[src/rtl/uart_rx_of_verifla_if.sv]
// Receive-side signal bundle of the VeriFLA host link: serial line in, deframed byte out.
// master = receiver (uart_rx_of_verifla), slave = line driver / command decoder side.
interface uart_rx_of_verifla_if;
  logic       rx;
  logic [7:0] rec_dataH;
  logic       rec_readyH;
  logic       framing_err;
  logic       parity_err;

  modport master (
    input  rx,
    output rec_dataH,
    output rec_readyH,
    output framing_err,
    output parity_err
  );

  modport slave (
    output rx,
    input  rec_dataH,
    input  rec_readyH,
    input  framing_err,
    input  parity_err
  );
endinterface

[src/rtl/uart_rx_of_verifla.sv]
// Oversampling 8N1 / 8E1 UART receiver for the VeriFLA host link.
// Define VERIFLA_RX_PARITY_EN to build the 8E1 variant with the PARITY state.
module uart_rx_of_verifla #(
  parameter int unsigned BAUD_DIV = 434,
  parameter int unsigned HALF_DIV = BAUD_DIV >> 1
) (
  input  logic                   clk,
  input  logic                   rst,
  uart_rx_of_verifla_if.master   bus
);

  // Counter holds remaining cycles minus one, so a load of N expires N cycles later.
  localparam logic [15:0] BaudLoad = 16'(BAUD_DIV - 1);
  localparam logic [15:0] HalfLoad = 16'(HALF_DIV - 1);

`ifdef VERIFLA_RX_PARITY_EN
  typedef enum logic [2:0] {
    StIdle     = 3'd0,
    StStart    = 3'd1,
    StData     = 3'd2,
    StParity   = 3'd3,
    StStop     = 3'd4,
    StWaitHigh = 3'd5
  } state_e;
`else
  typedef enum logic [2:0] {
    StIdle     = 3'd0,
    StStart    = 3'd1,
    StData     = 3'd2,
    StStop     = 3'd4,
    StWaitHigh = 3'd5
  } state_e;
`endif

  state_e      state_q, state_d;
  logic        rx_meta_q, rx_s;
  logic [15:0] cnt_q, cnt_d;
  logic [2:0]  bit_cnt_q, bit_cnt_d;
  logic [7:0]  shreg_q, shreg_d;
  logic [7:0]  data_q, data_d;
  logic        ready_q, ready_d;
  logic        ferr_q, ferr_d;
  logic        cnt_done;
`ifdef VERIFLA_RX_PARITY_EN
  logic        par_ok_q, par_ok_d;
  logic        perr_q, perr_d;
`endif

  always_ff @(posedge clk) begin
    if (rst) begin
      rx_meta_q <= 1'b1;
      rx_s      <= 1'b1;
    end else begin
      rx_meta_q <= bus.rx;
      rx_s      <= rx_meta_q;
    end
  end

  assign cnt_done = (cnt_q == 16'd0);

  always_ff @(posedge clk) begin
    if (rst) begin
      state_q   <= StIdle;
      cnt_q     <= 16'd0;
      bit_cnt_q <= 3'd0;
      shreg_q   <= 8'h00;
      data_q    <= 8'h00;
      ready_q   <= 1'b0;
      ferr_q    <= 1'b0;
`ifdef VERIFLA_RX_PARITY_EN
      par_ok_q  <= 1'b0;
      perr_q    <= 1'b0;
`endif
    end else begin
      state_q   <= state_d;
      cnt_q     <= cnt_d;
      bit_cnt_q <= bit_cnt_d;
      shreg_q   <= shreg_d;
      data_q    <= data_d;
      ready_q   <= ready_d;
      ferr_q    <= ferr_d;
`ifdef VERIFLA_RX_PARITY_EN
      par_ok_q  <= par_ok_d;
      perr_q    <= perr_d;
`endif
    end
  end

  always_comb begin
    state_d   = state_q;
    cnt_d     = cnt_q;
    bit_cnt_d = bit_cnt_q;
    shreg_d   = shreg_q;
    data_d    = data_q;
    ready_d   = ready_q;
    ferr_d    = 1'b0;
`ifdef VERIFLA_RX_PARITY_EN
    par_ok_d  = par_ok_q;
    perr_d    = 1'b0;
`endif
    case (state_q)
      StIdle: begin
        if (!rx_s) begin
          cnt_d   = HalfLoad;
          state_d = StStart;
        end
      end
      StStart: begin
        if (!cnt_done) begin
          cnt_d = cnt_q - 16'd1;
        end else if (rx_s) begin
          state_d = StIdle;
        end else begin
          // A validated start bit retires the previous byte's ready level.
          ready_d   = 1'b0;
          cnt_d     = BaudLoad;
          bit_cnt_d = 3'd0;
          state_d   = StData;
        end
      end
      StData: begin
        if (!cnt_done) begin
          cnt_d = cnt_q - 16'd1;
        end else begin
          shreg_d   = {rx_s, shreg_q[7:1]};
          cnt_d     = BaudLoad;
          bit_cnt_d = bit_cnt_q + 3'd1;
          if (bit_cnt_q == 3'd7) begin
`ifdef VERIFLA_RX_PARITY_EN
            state_d = StParity;
`else
            state_d = StStop;
`endif
          end
        end
      end
`ifdef VERIFLA_RX_PARITY_EN
      StParity: begin
        if (!cnt_done) begin
          cnt_d = cnt_q - 16'd1;
        end else begin
          par_ok_d = ~^{rx_s, shreg_q};
          cnt_d    = BaudLoad;
          state_d  = StStop;
        end
      end
`endif
      StStop: begin
        if (!cnt_done) begin
          cnt_d = cnt_q - 16'd1;
        end else if (!rx_s) begin
          ferr_d  = 1'b1;
          state_d = StWaitHigh;
        end else begin
          // Leaving at mid-stop bit lets a back-to-back start edge be caught.
          state_d = StIdle;
`ifdef VERIFLA_RX_PARITY_EN
          if (par_ok_q) begin
            data_d  = shreg_q;
            ready_d = 1'b1;
          end else begin
            perr_d = 1'b1;
          end
`else
          data_d  = shreg_q;
          ready_d = 1'b1;
`endif
        end
      end
      StWaitHigh: begin
        if (rx_s) begin
          state_d = StIdle;
        end
      end
      default: begin
        state_d = StIdle;
      end
    endcase
  end

  assign bus.rec_dataH   = data_q;
  assign bus.rec_readyH  = ready_q;
  assign bus.framing_err = ferr_q;
`ifdef VERIFLA_RX_PARITY_EN
  assign bus.parity_err  = perr_q;
`else
  assign bus.parity_err  = 1'b0;
`endif

endmodule

[src/flat_wrapper.sv]
// flat-port wrapper written by rule: the top's interface ports become plain ports
module uart_rx_of_verifla_flat 
#(
  parameter int unsigned BAUD_DIV = 434,
  parameter int unsigned HALF_DIV = BAUD_DIV >> 1
)
  (clk, rst, bus_rx, bus_rec_dataH, bus_rec_readyH, bus_framing_err, bus_parity_err);
  uart_rx_of_verifla_if bus_i ();
  input  logic clk;
  input  logic rst;
  input wire logic [$bits(bus_i.rx)-1:0] bus_rx;
  output wire logic [$bits(bus_i.rec_dataH)-1:0] bus_rec_dataH;
  output wire logic [$bits(bus_i.rec_readyH)-1:0] bus_rec_readyH;
  output wire logic [$bits(bus_i.framing_err)-1:0] bus_framing_err;
  output wire logic [$bits(bus_i.parity_err)-1:0] bus_parity_err;
  assign bus_i.rx = bus_rx;
  assign bus_rec_dataH = bus_i.rec_dataH;
  assign bus_rec_readyH = bus_i.rec_readyH;
  assign bus_framing_err = bus_i.framing_err;
  assign bus_parity_err = bus_i.parity_err;
  uart_rx_of_verifla #(.BAUD_DIV(BAUD_DIV), .HALF_DIV(HALF_DIV)) u_core (.clk(clk), .rst(rst), .bus(bus_i));
endmodule
[config.mk]
export PLATFORM = sky130hd
export DESIGN_NAME = uart_rx_of_verifla_flat
export DESIGN_NICKNAME = d
export VERILOG_FILES = /design/src/rtl/uart_rx_of_verifla_if.sv /design/src/rtl/uart_rx_of_verifla.sv /design/src/flat_wrapper.sv
export SDC_FILE = /design/constraint.sdc
export NUM_CORES = 1
export LEC_CHECK = 0
export CAP_MARGIN = 5
export CORE_MARGIN = 5
export CORE_UTILIZATION = 57
export DETAILED_ROUTE_END_ITERATION = 8
export PLACE_DENSITY = 0.76
export SETUP_SLACK_MARGIN = 0.02
export SLEW_MARGIN = 10
export SYNTH_ARGS = -nofsm -noshare
export SYNTH_HDL_FRONTEND = slang
export SYNTH_SLANG_ARGS = --single-unit
[constraint.sdc]
create_clock -name clk -period 3 [get_ports clk]
set_clock_uncertainty 0.1 [all_clocks]
set_input_delay 0.6 -clock clk [delete_from_list [all_inputs] [get_ports clk]]
set_output_delay 0.6 -clock clk [all_outputs]
set_load 0.01 [all_outputs]
## Word level (Yosys, flattened, before mapping)

Cells that the tools add are included.

- Register bits after elaboration: 42
- Input bits: 3
- Output and inout bits: 11
- Word-level logic and storage cells: 65

- $add $sub $neg: 2
- Equality and inequality tests: 15
- Muxes and demuxes: 25
- Bitwise operators: 2
- Reduce and logical (&&, ||, !) cells: 12

Operators by type and width:

| cell | number |
|---|---|
| $mux 16 | 5 |
| $pmux 16 s4 | 1 |
| $mux 3 | 10 |
| $logic_not 16->1 | 1 |
| $sub 16x1->16 const B | 1 |
| $pmux 3 s5 | 1 |
| $ne 2x1->1 const B | 6 |
| $eq 3x3->1 const B | 3 |
| $reduce_and 4->1 | 2 |
| $ne 2x2->1 const B | 3 |
| $pmux 3 s2 | 1 |
| $reduce_and 6->1 | 1 |
| $mux 1 | 5 |
| $reduce_and 5->1 | 1 |
| $reduce_bool 2->1 | 2 |
| $reduce_bool 4->1 | 1 |
| $add 3x1->3 const B | 1 |
| $eq 3x1->1 const B | 1 |
| $eq 3x2->1 const B | 1 |
| $logic_not 3->1 | 1 |
| $ne 3x3->1 const B | 1 |
| $reduce_and 3->1 | 1 |
| $reduce_or 3->1 | 1 |
| $mux 2 | 1 |
| 3 further kinds | 4 |

## Longest topological paths before layout

Gate-level depths: netlist (run 1).

- Depth after elaboration: 4
- Depth in mapped cells: 9
- Depth with buffers taken out: 7

## Worst setup path after synthesis (run 1)

No wires, ideal clock.

- Path kind: register -> register
- Start: register u_core.cnt_q[0]
- End: register u_core.data_q[4], in the netlist u_core.bus.rec_dataH[4]
- Arrival time: 2.486 ns
- Data required time: 2.772 ns
- Slack: 0.286 ns
- Stages on the path, launching flop included: 10
- Clock period less this slack: 2.714 ns
- Cell sequence: dfxtp_1 -> inv_1 -> ha_1 -> or3b_2 -> clkbuf_1 -> or4b_4 -> or4_1 -> buf_4 -> mux2i_1 -> nor2_1

- Longest elaborated chain between the ends: 2

Ends and longest elaborated chain:

| what | line | RTL |
|---|---|---|
| start: declaration | uart_rx_of_verifla.sv:37 | `logic [15:0] cnt_q, cnt_d;` |
| start signal: assignment | uart_rx_of_verifla.sv:76 | `cnt_q <= cnt_d;` |
| $logic_not 16->1 | uart_rx_of_verifla.sv:59 | `assign cnt_done = (cnt_q == 16'd0);` |
| $reduce_and 3->1 (no source line) | - |  |
| end signal: assignment | uart_rx_of_verifla.sv:79 | `data_q <= data_d;` |
| end: declaration | uart_rx_of_verifla.sv:40 | `logic [7:0] data_q, data_d;` |

Every way passes these cells.
A chain may end at the register's enable or synchronous reset.

## Final worst setup path (run 1)

- Start: register u_core.cnt_q[0]
- End: register u_core.data_q[2], in the netlist u_core.bus.rec_dataH[2]

The elaborated chain is that of the path after synthesis.

==> run summary, run 1 <==
Register area - 841 um2
Layout Area Growth over Synthesis - 11.1%
Switching share of power - 31.8%
Main synth FF type - dfxtp_1
Worst Setup SP - u_core.cnt_q[0]$_SDFFE_PP0P_
1st-iter DRT viols - 145
Die area - 4770 um2
Worst setup SP type - register
Clock power frac - 24.7%
# resized after CTS - 1
Boundary pin count - 14
CTS clk-pin slew, worst paths - 130 ps
Met1 usage - 21.8%
Post-synth EDFFs - 0
First-pass GRT wire length - 6790 um
# rows - 21
Vias - 1700
Yosys reg bits - 42
Routed len/inst - 14.0 um
Critical setup path kind - register to register
RSZ-0062 raised after global routing - no
GR Util met2 - 27.6%
Post-route ant nets - 0
Internal power - 805 uW
Die X - 69.0 um
Number of port buffers - 12
Critical Path RT - 3140 ps
Worst R2R Start - u_core.cnt_q[0]$_SDFFE_PP0P_
Worst Max-Slew Pin Slew - 742 ps
Placer Congestion - 0.861
Final setup TNS - 0 ps
Hold-fix buffers at CTS - 0
Pwr per Cell Area - 535 nW/um2
Asr flop ratio synth - 0%
Initial antenna violation count - 0
Status - finished clean
Vias in the first global route - 1506
Top Usage Layer GRT - met2
Critical Path AT - 2960 ps
Synth top area share - 42.3%
Avg Inst Size Synth - 8.68 um2
Grt ovf - 0
Leak Pwr - 0.000908 uW
Multi-input gate area - 1070 um2
Met3 Use GR - 3.78%
Worst-path fanout max - 9
Final net count - 244
Num CTS Buffers - 5
CTS tree - yes
Min cycle time layout - 2820 ps
Comb pwr share - 24.0%
YS warnings - 0
Height of the die - 69.0 um
Fmax - 354 MHz
Max-cap violation count - 0
First-pass iteration count of the detailed router - 4
Final Hold Vio Count - 0
Post-synthesis sequential area ratio - 42.3%
Post-Synthesis Cells - 229
Max-slew headroom - 49.9%
Mapped Area - 1990 um2
Antenna Cells - 0
Worst hold start - u_core.rx_meta_q$_SDFF_PP1_
DP HPWL - 2810 um
Critical Path End Type - register
Clock latency on the worst-skew pair - 360 ps
Vias per cell - 5.96
VDD IR-drop max - 0.321 mV
Setup violations, final - 0
Hold Path Class - register to register
Share of post-route cells with drive strength above 1 - 9.21%
Initial Utilization - 59.1%
Top cells by area, synth - dfxtp_1 42%, mux2i_1 8.6%, a21oi_1 6.0%
Drt total wl - 3990 um
Post-synthesis cell type count - 45
Period utilization - 94.0%
Leading area contributor after synthesis - dfxtp_1
Largest net degree at the start of global routing - 33
Pins Over Slew Limit - 0
Num Clock Sinks - 42
Pwr Total - 1180 uW
DRC violations left - 0
Postcts setup bufs - 0
# fillers - 292
Total track usage - 17.1%
Core area - 3360 um2
Sequential share of power - 51.4%
Sw Pwr - 375 uW
CTS Root Cell - clkbuf_4
Net Count, Synth - 235
CTS Buffer Depth - 2
Total number of H-tree levels - 2
[power groups by stage]
| stage | Sequential (uW) | Combinational, uW | Clock, uW |
|---|---|---|---|
| 3_5_place_dp | 618 | 279 | 0 |
| 5_1_grt | 611 | 311 | 326 |
| 3_3_place_gp | 617 | 274 | 0 |
| 2_1_floorplan | 610 | 215 | 0 |
| 6_report | 606 | 283 | 291 |
| 4_1_cts | 606 | 281 | 302 |
[final timing paths]
kind	cells after the start	slack (ps)	end
max	7	180	u_core.bus.rec_dataH[2]$_SDFFE_PP0P_
min	1	330	u_core.rx_s$_SDFF_PP1_
max reg2reg	7	180	u_core.bus.rec_dataH[2]$_SDFFE_PP0P_
min reg2reg	1	330	u_core.rx_s$_SDFF_PP1_
[worst max-delay path: stages (launching register included)]
cell and delay (ps):
dfxtp_1 340, inv_1 100, ha_1 180, or3b_2 520, or4b_4 550, or4_4 650
mux2i_1 200, nor2_1 60
[cells in the final DEF, fill, tap and decap left out, types with 2 or more instances in the layout]
| master | n |
|---|---|
| a211oi_1 | 2 |
| a21oi_1 | 24 |
| a22o_1 | 2 |
| buf_4 | 6 |
| clkbuf_4 | 5 |
| clkdlybuf4s50_1 | 12 |
| dfxtp_1 | 42 |
| ha_1 | 3 |
| inv_1 | 3 |
| mux2i_1 | 17 |
| nand2_1 | 15 |
| nand2b_1 | 2 |
| nand3_1 | 2 |
| nand3b_1 | 2 |
| nand4_1 | 2 |
| nor2_1 | 31 |
| nor2b_1 | 3 |
| nor3_1 | 6 |
| nor3b_1 | 2 |
| nor4b_1 | 3 |
| o21ai_0 | 7 |
| o31ai_1 | 4 |
| o41ai_1 | 3 |
| or2_2 | 3 |
| or3_1 | 4 |
| or4_1 | 9 |
| xnor2_1 | 4 |
[sequential cells by signal, summed over array words and instances, names as in the netlist]
| name | flops |
|---|---|
| u_core.rx_s | 1 |
| u_core.state_q | 3 |
| u_core.shreg_q | 8 |
| u_core.bus.framing_err | 1 |
| u_core.bus.rec_dataH | 8 |
| u_core.bus.rec_readyH | 1 |
| u_core.cnt_q | 16 |
| u_core.bit_cnt_q | 3 |
| u_core.rx_meta_q | 1 |
[routing by layer]
layer  vias up  wire (um)
li1        847          -
met1       801       1880
met2        42       1850
met3        10        179
met4         0         70
met5         -          0
[stage by stage]
step                      hold WS [ps]  setup slack [ps]  util (%)  cell area (um2)  instances
after detailed placement           307              37.1      63.6             2140        277
after CTS                          340               199      65.6             2210        285
after global placement             297               121      63.6             2140        277
after floorplan                    289               286         -             1990        229
final                              333               179      65.6             2210        285
after global routing               344              57.5      65.6             2210        285
[layout make-up]
class / instances / area share (%)
repair buffers: 18 / 7.48
flip-flops and latches: 42 / 38.1
well taps: 46 / 2.61
clock buffers: 6 / 2.32
clock inverters: 2 / 0.567
inverters: 3 / 0.510
multi-input cells: 168 / 48.4
[cell families after synthesis]
| group | after synthesis | synth area share, % |
|---|---|---|
| simple gates | 90 | 24.1 |
| compound gates | 53 | 17.1 |
| flops | 42 | 42.3 |
| buf+inv | 19 | 4.09 |
| mux | 17 | 8.56 |
| xor+xnor | 4 | 1.76 |
| fa+ha+maj | 3 | 1.89 |
| other cells | 1 | 0.189 |
[cells in the mapped netlist, types with 3 or more instances]
library cell   n
a21oi_1       24
or3_1          4
mux2i_1       17
or4_1         10
nor2b_1        3
nor4b_1        3
nor3_1         6
inv_1          3
o21ai_0        7
xnor2_1        4
o31ai_1        4
nor2_1        31
nand2_1       15
ha_1           3
clkbuf_1      11
dfxtp_1       42
or2_2          3
o41ai_1        3
No activity file was read; power rests on OpenSTA's default activity.
==> inputs of run 2 (changes only) <==
GPL_TIMING_DRIVEN = 0   (was not set)
clock period = 2.61 ns   (was 3 ns; I/O delays follow)
==> run 2 against run 1 <==
Compared with the run above:
- the run now ends with design-rule violations, negative setup slack left
- sequential power up 15%
- critical path depth up 1
- fmax up 7.0%
- register-to-register slack worse by 210 ps
- cell count up 5.6%
- clock-buffer cell count down 1
- cell area up 7.6%
- wire length up 9.9%
- sequential cell count unchanged
- first-iteration DRC count up 41%
==> run summary, run 2 (synthesis gave the netlist of run 1 again) <==
Height of the die - 69.0 um (unchanged)
Leak Pwr - 0.000976 uW (was 0.000908 uW)
Hold-fix buffers at CTS - 0 (unchanged)
Placed insts - 286 (was 277)
Number of port buffers - 11 (was 12)
Critical Path AT - 2770 ps (was 2960 ps)
Worst R2R Start - u_core.cnt_q[0]$_SDFFE_PP0P_ (unchanged)
Pwr per Cell Area - 599 nW/um2 (was 535 nW/um2)
Vias in the first global route - 1577 (was 1506)
Commonest non-fill, non-tap cells in the layout - 38 x dfxtp_1, 31 x nor2_1, 24 x a21oi_1, 17 x mux2i_1, 15 x nand2_1 (was 42 x dfxtp_1, 31 x nor2_1, 24 x a21oi_1, 17 x mux2i_1, 15 x nand2_1)
Status - finished with violations (was finished clean)
Internal power - 949 uW (was 805 uW)
Total track usage - 18.5% (was 17.1%)
Commonest non-fill, non-tap cell in the layout - dfxtp_1 (unchanged)
Critical Path RT - 2740 ps (was 3140 ps)
Worst Max-Slew Pin Slew - 636 ps (was 742 ps)
Final net count - 260 (was 244)
Total number of H-tree levels - 2 (unchanged)
Pins Over Slew Limit - 0 (unchanged)
Sw Pwr - 472 uW (was 375 uW)
CTS clk-pin slew, worst paths - 120 ps (was 130 ps)
Die X - 69.0 um (unchanged)
Layout Area Growth over Synthesis - 19.5% (was 11.1%)
Fmax - 379 MHz (was 354 MHz)
Antenna Cells - 0 (unchanged)
DP HPWL - 2900 um (was 2810 um)
Max-cap violation count - 0 (unchanged)
Critical Path End Type - register (unchanged)
CTS Buffer Depth - 2 (unchanged)
Comb pwr share - 28.6% (was 24.0%)
Vias per cell - 5.82 (was 5.96)
Hold Path Stages - 1 (unchanged)
Switching share of power - 33.2% (was 31.8%)
Boundary pin count - 14 (unchanged)
Drt total wl - 4380 um (was 3990 um)
Num Clock Sinks - 42 (unchanged)
VDD IR-drop max - 0.414 mV (was 0.321 mV)
Hold Path Class - register to register (unchanged)
Largest Register - u_core.cnt_q (unchanged)
Worst setup SP type - register (unchanged)
Worst-path fanout max - 5 (was 9)
# rows - 21 (unchanged)
Clock power frac - 22.5% (was 24.7%)
Initial Utilization - 59.1% (unchanged)
Vias - 1753 (was 1700)
Final Hold Slack - 330 ps (was 333 ps)
Final Hold Vio Count - 0 (unchanged)
Core area - 3360 um2 (unchanged)
First-pass GRT wire length - 7330 um (was 6790 um)
Critical setup path kind - register to register (unchanged)
Violated checks - design-rule violations, negative setup slack
Worst hold start - u_core.rx_meta_q$_SDFF_PP1_ (unchanged)
Worst R2R End - u_core.bus.rec_dataH[7]$_SDFFE_PP0P_ (was u_core.bus.rec_dataH[2]$_SDFFE_PP0P_)
Fin cells - 301 (was 285)
Period utilization - 101% (was 94.0%)
Max-slew headroom - 57.6% (was 49.9%)
CTS Root Cell - clkbuf_4 (unchanged)
Number of flip-flops in the largest register - 16 (unchanged)
CTS tree - yes (unchanged)
Initial antenna violation count - 0 (unchanged)
Num CTS Buffers - 5 (unchanged)
Final setup TNS - -152 ps (was 0 ps)
Clock latency on the worst-skew pair - 350 ps (was 360 ps)
Post-route setup slack - -27.6 ps (was 179 ps)
First-pass iteration count of the detailed router - 9 (was 4)
Largest net degree at the start of global routing - 15 (was 33)
Die area - 4770 um2 (unchanged)
Setup violations, final - 8 (was 0)
Placer Congestion - 0.932 (was 0.861)
Post-route ant nets - 0 (unchanged)
RSZ-0062 raised after global routing - yes (was no)
Routed len/inst - 14.6 um (was 14.0 um)
Min cycle time layout - 2640 ps (was 2820 ps)
Setup slack, reg-to-reg - -30 ps (was 180 ps)
Share of post-route cells with drive strength above 1 - 15.7% (was 9.21%)
Grt ovf - 0 (unchanged)
1st-iter DRT viols - 204 (was 145)
Worst Hold Path EP - u_core.rx_s$_SDFF_PP1_ (unchanged)
Reg2Reg Depth - 8 (was 7)
DRC violations left - 19 (was 0)
Sequential share of power - 48.9% (was 51.4%)
==> run 2: changes by cell type in the layout (fill, tap and decap cells not counted), moves of 2 or more <==
cell      change
dfxtp_1       -4
inv_1         -2
dfxtp_2       +3
buf_4         +3
clkbuf_1      +9
inv_2         +2
==> run 2: metrics by stage <==
stage | cell area [um2] | utilization (%) | worst slack [ps] | power (uW)
after detailed placement | 2180 | 64.8 | -454 | 1030
final | 2370 | 70.6 | -27.6 | 1420
after floorplan | 2010 | - | 43.7 | 958
after CTS | 2340 | 69.6 | -62.8 | 1400
after global routing | 2370 | 70.6 | -111 | 1500
after global placement | 2180 | 64.8 | -437 | 1020
==> run 2: cell type report <==
class / count / area, um2
well taps: 46 / 57.6
clock inverters: 3 / 21.3
flip-flops and latches: 42 / 848
clock buffers: 5 / 37.5
inverters: 3 / 11.3
multi-input cells: 168 / 1130
repair buffers: 20 / 198
plain buffers: 14 / 70.1
fillers: 296 / 988
==> run 2: repair_timing <==
action	CTS	global route
setup endpoints to repair	36	30
pin swaps	3	2
gates resized for setup	13	4
cloned	1	0
setup buffers	4	4
endpoints found under the hold margin	0	0
==> run 2: worst max-delay path by stage <==
stage	startpoint	endpoint	slack (ps)
floorplan	u_core.cnt_q[0]$_SDFFE_PP0P_	u_core.bus.rec_dataH[4]$_SDFFE_PP0P_	40
global placement	u_core.cnt_q[7]$_SDFFE_PP0P_	u_core.cnt_q[1]$_SDFFE_PP0P_	-440
detailed placement	u_core.cnt_q[7]$_SDFFE_PP0P_	u_core.cnt_q[1]$_SDFFE_PP0P_	-450
CTS	u_core.cnt_q[7]$_SDFFE_PP0P_	u_core.bus.rec_dataH[7]$_SDFFE_PP0P_	-60
global route	u_core.cnt_q[1]$_SDFFE_PP0P_	u_core.bus.rec_dataH[7]$_SDFFE_PP0P_	-110
finish	u_core.cnt_q[0]$_SDFFE_PP0P_	u_core.bus.rec_dataH[7]$_SDFFE_PP0P_	-30
==> run 2: layer usage <==
metal / share of wire (%) / wire length, um / GRT usage (%) / up-vias
met2: 46 / 2010 / 28.6 / 53
li1: - / - / - / 881
met5: 0 / 0 / 0 / -
met1: 48 / 2110 / 25.6 / 809
met3: 4.1 / 179 / 3.05 / 10
met4: 1.8 / 78 / 7.59 / 0
==> run 2: worst max-delay path, stage by stage (launching register included) <==
cell	delay, ps
dfxtp_2	350
inv_2	80
ha_4	130
or3b_4	410
or4b_4	500
or4_4	590
buf_8	170
mux2i_1	140
nor2_1	50
==> run 2: power groups by stage <==
stage / Combinational [uW] / Sequential [uW] / Clock [uW]
6_report: 406 / 695 / 321
3_5_place_dp: 320 / 710 / 0
5_1_grt: 443 / 701 / 359
3_3_place_gp: 315 / 709 / 0
4_1_cts: 377 / 695 / 329
2_1_floorplan: 256 / 702 / 0
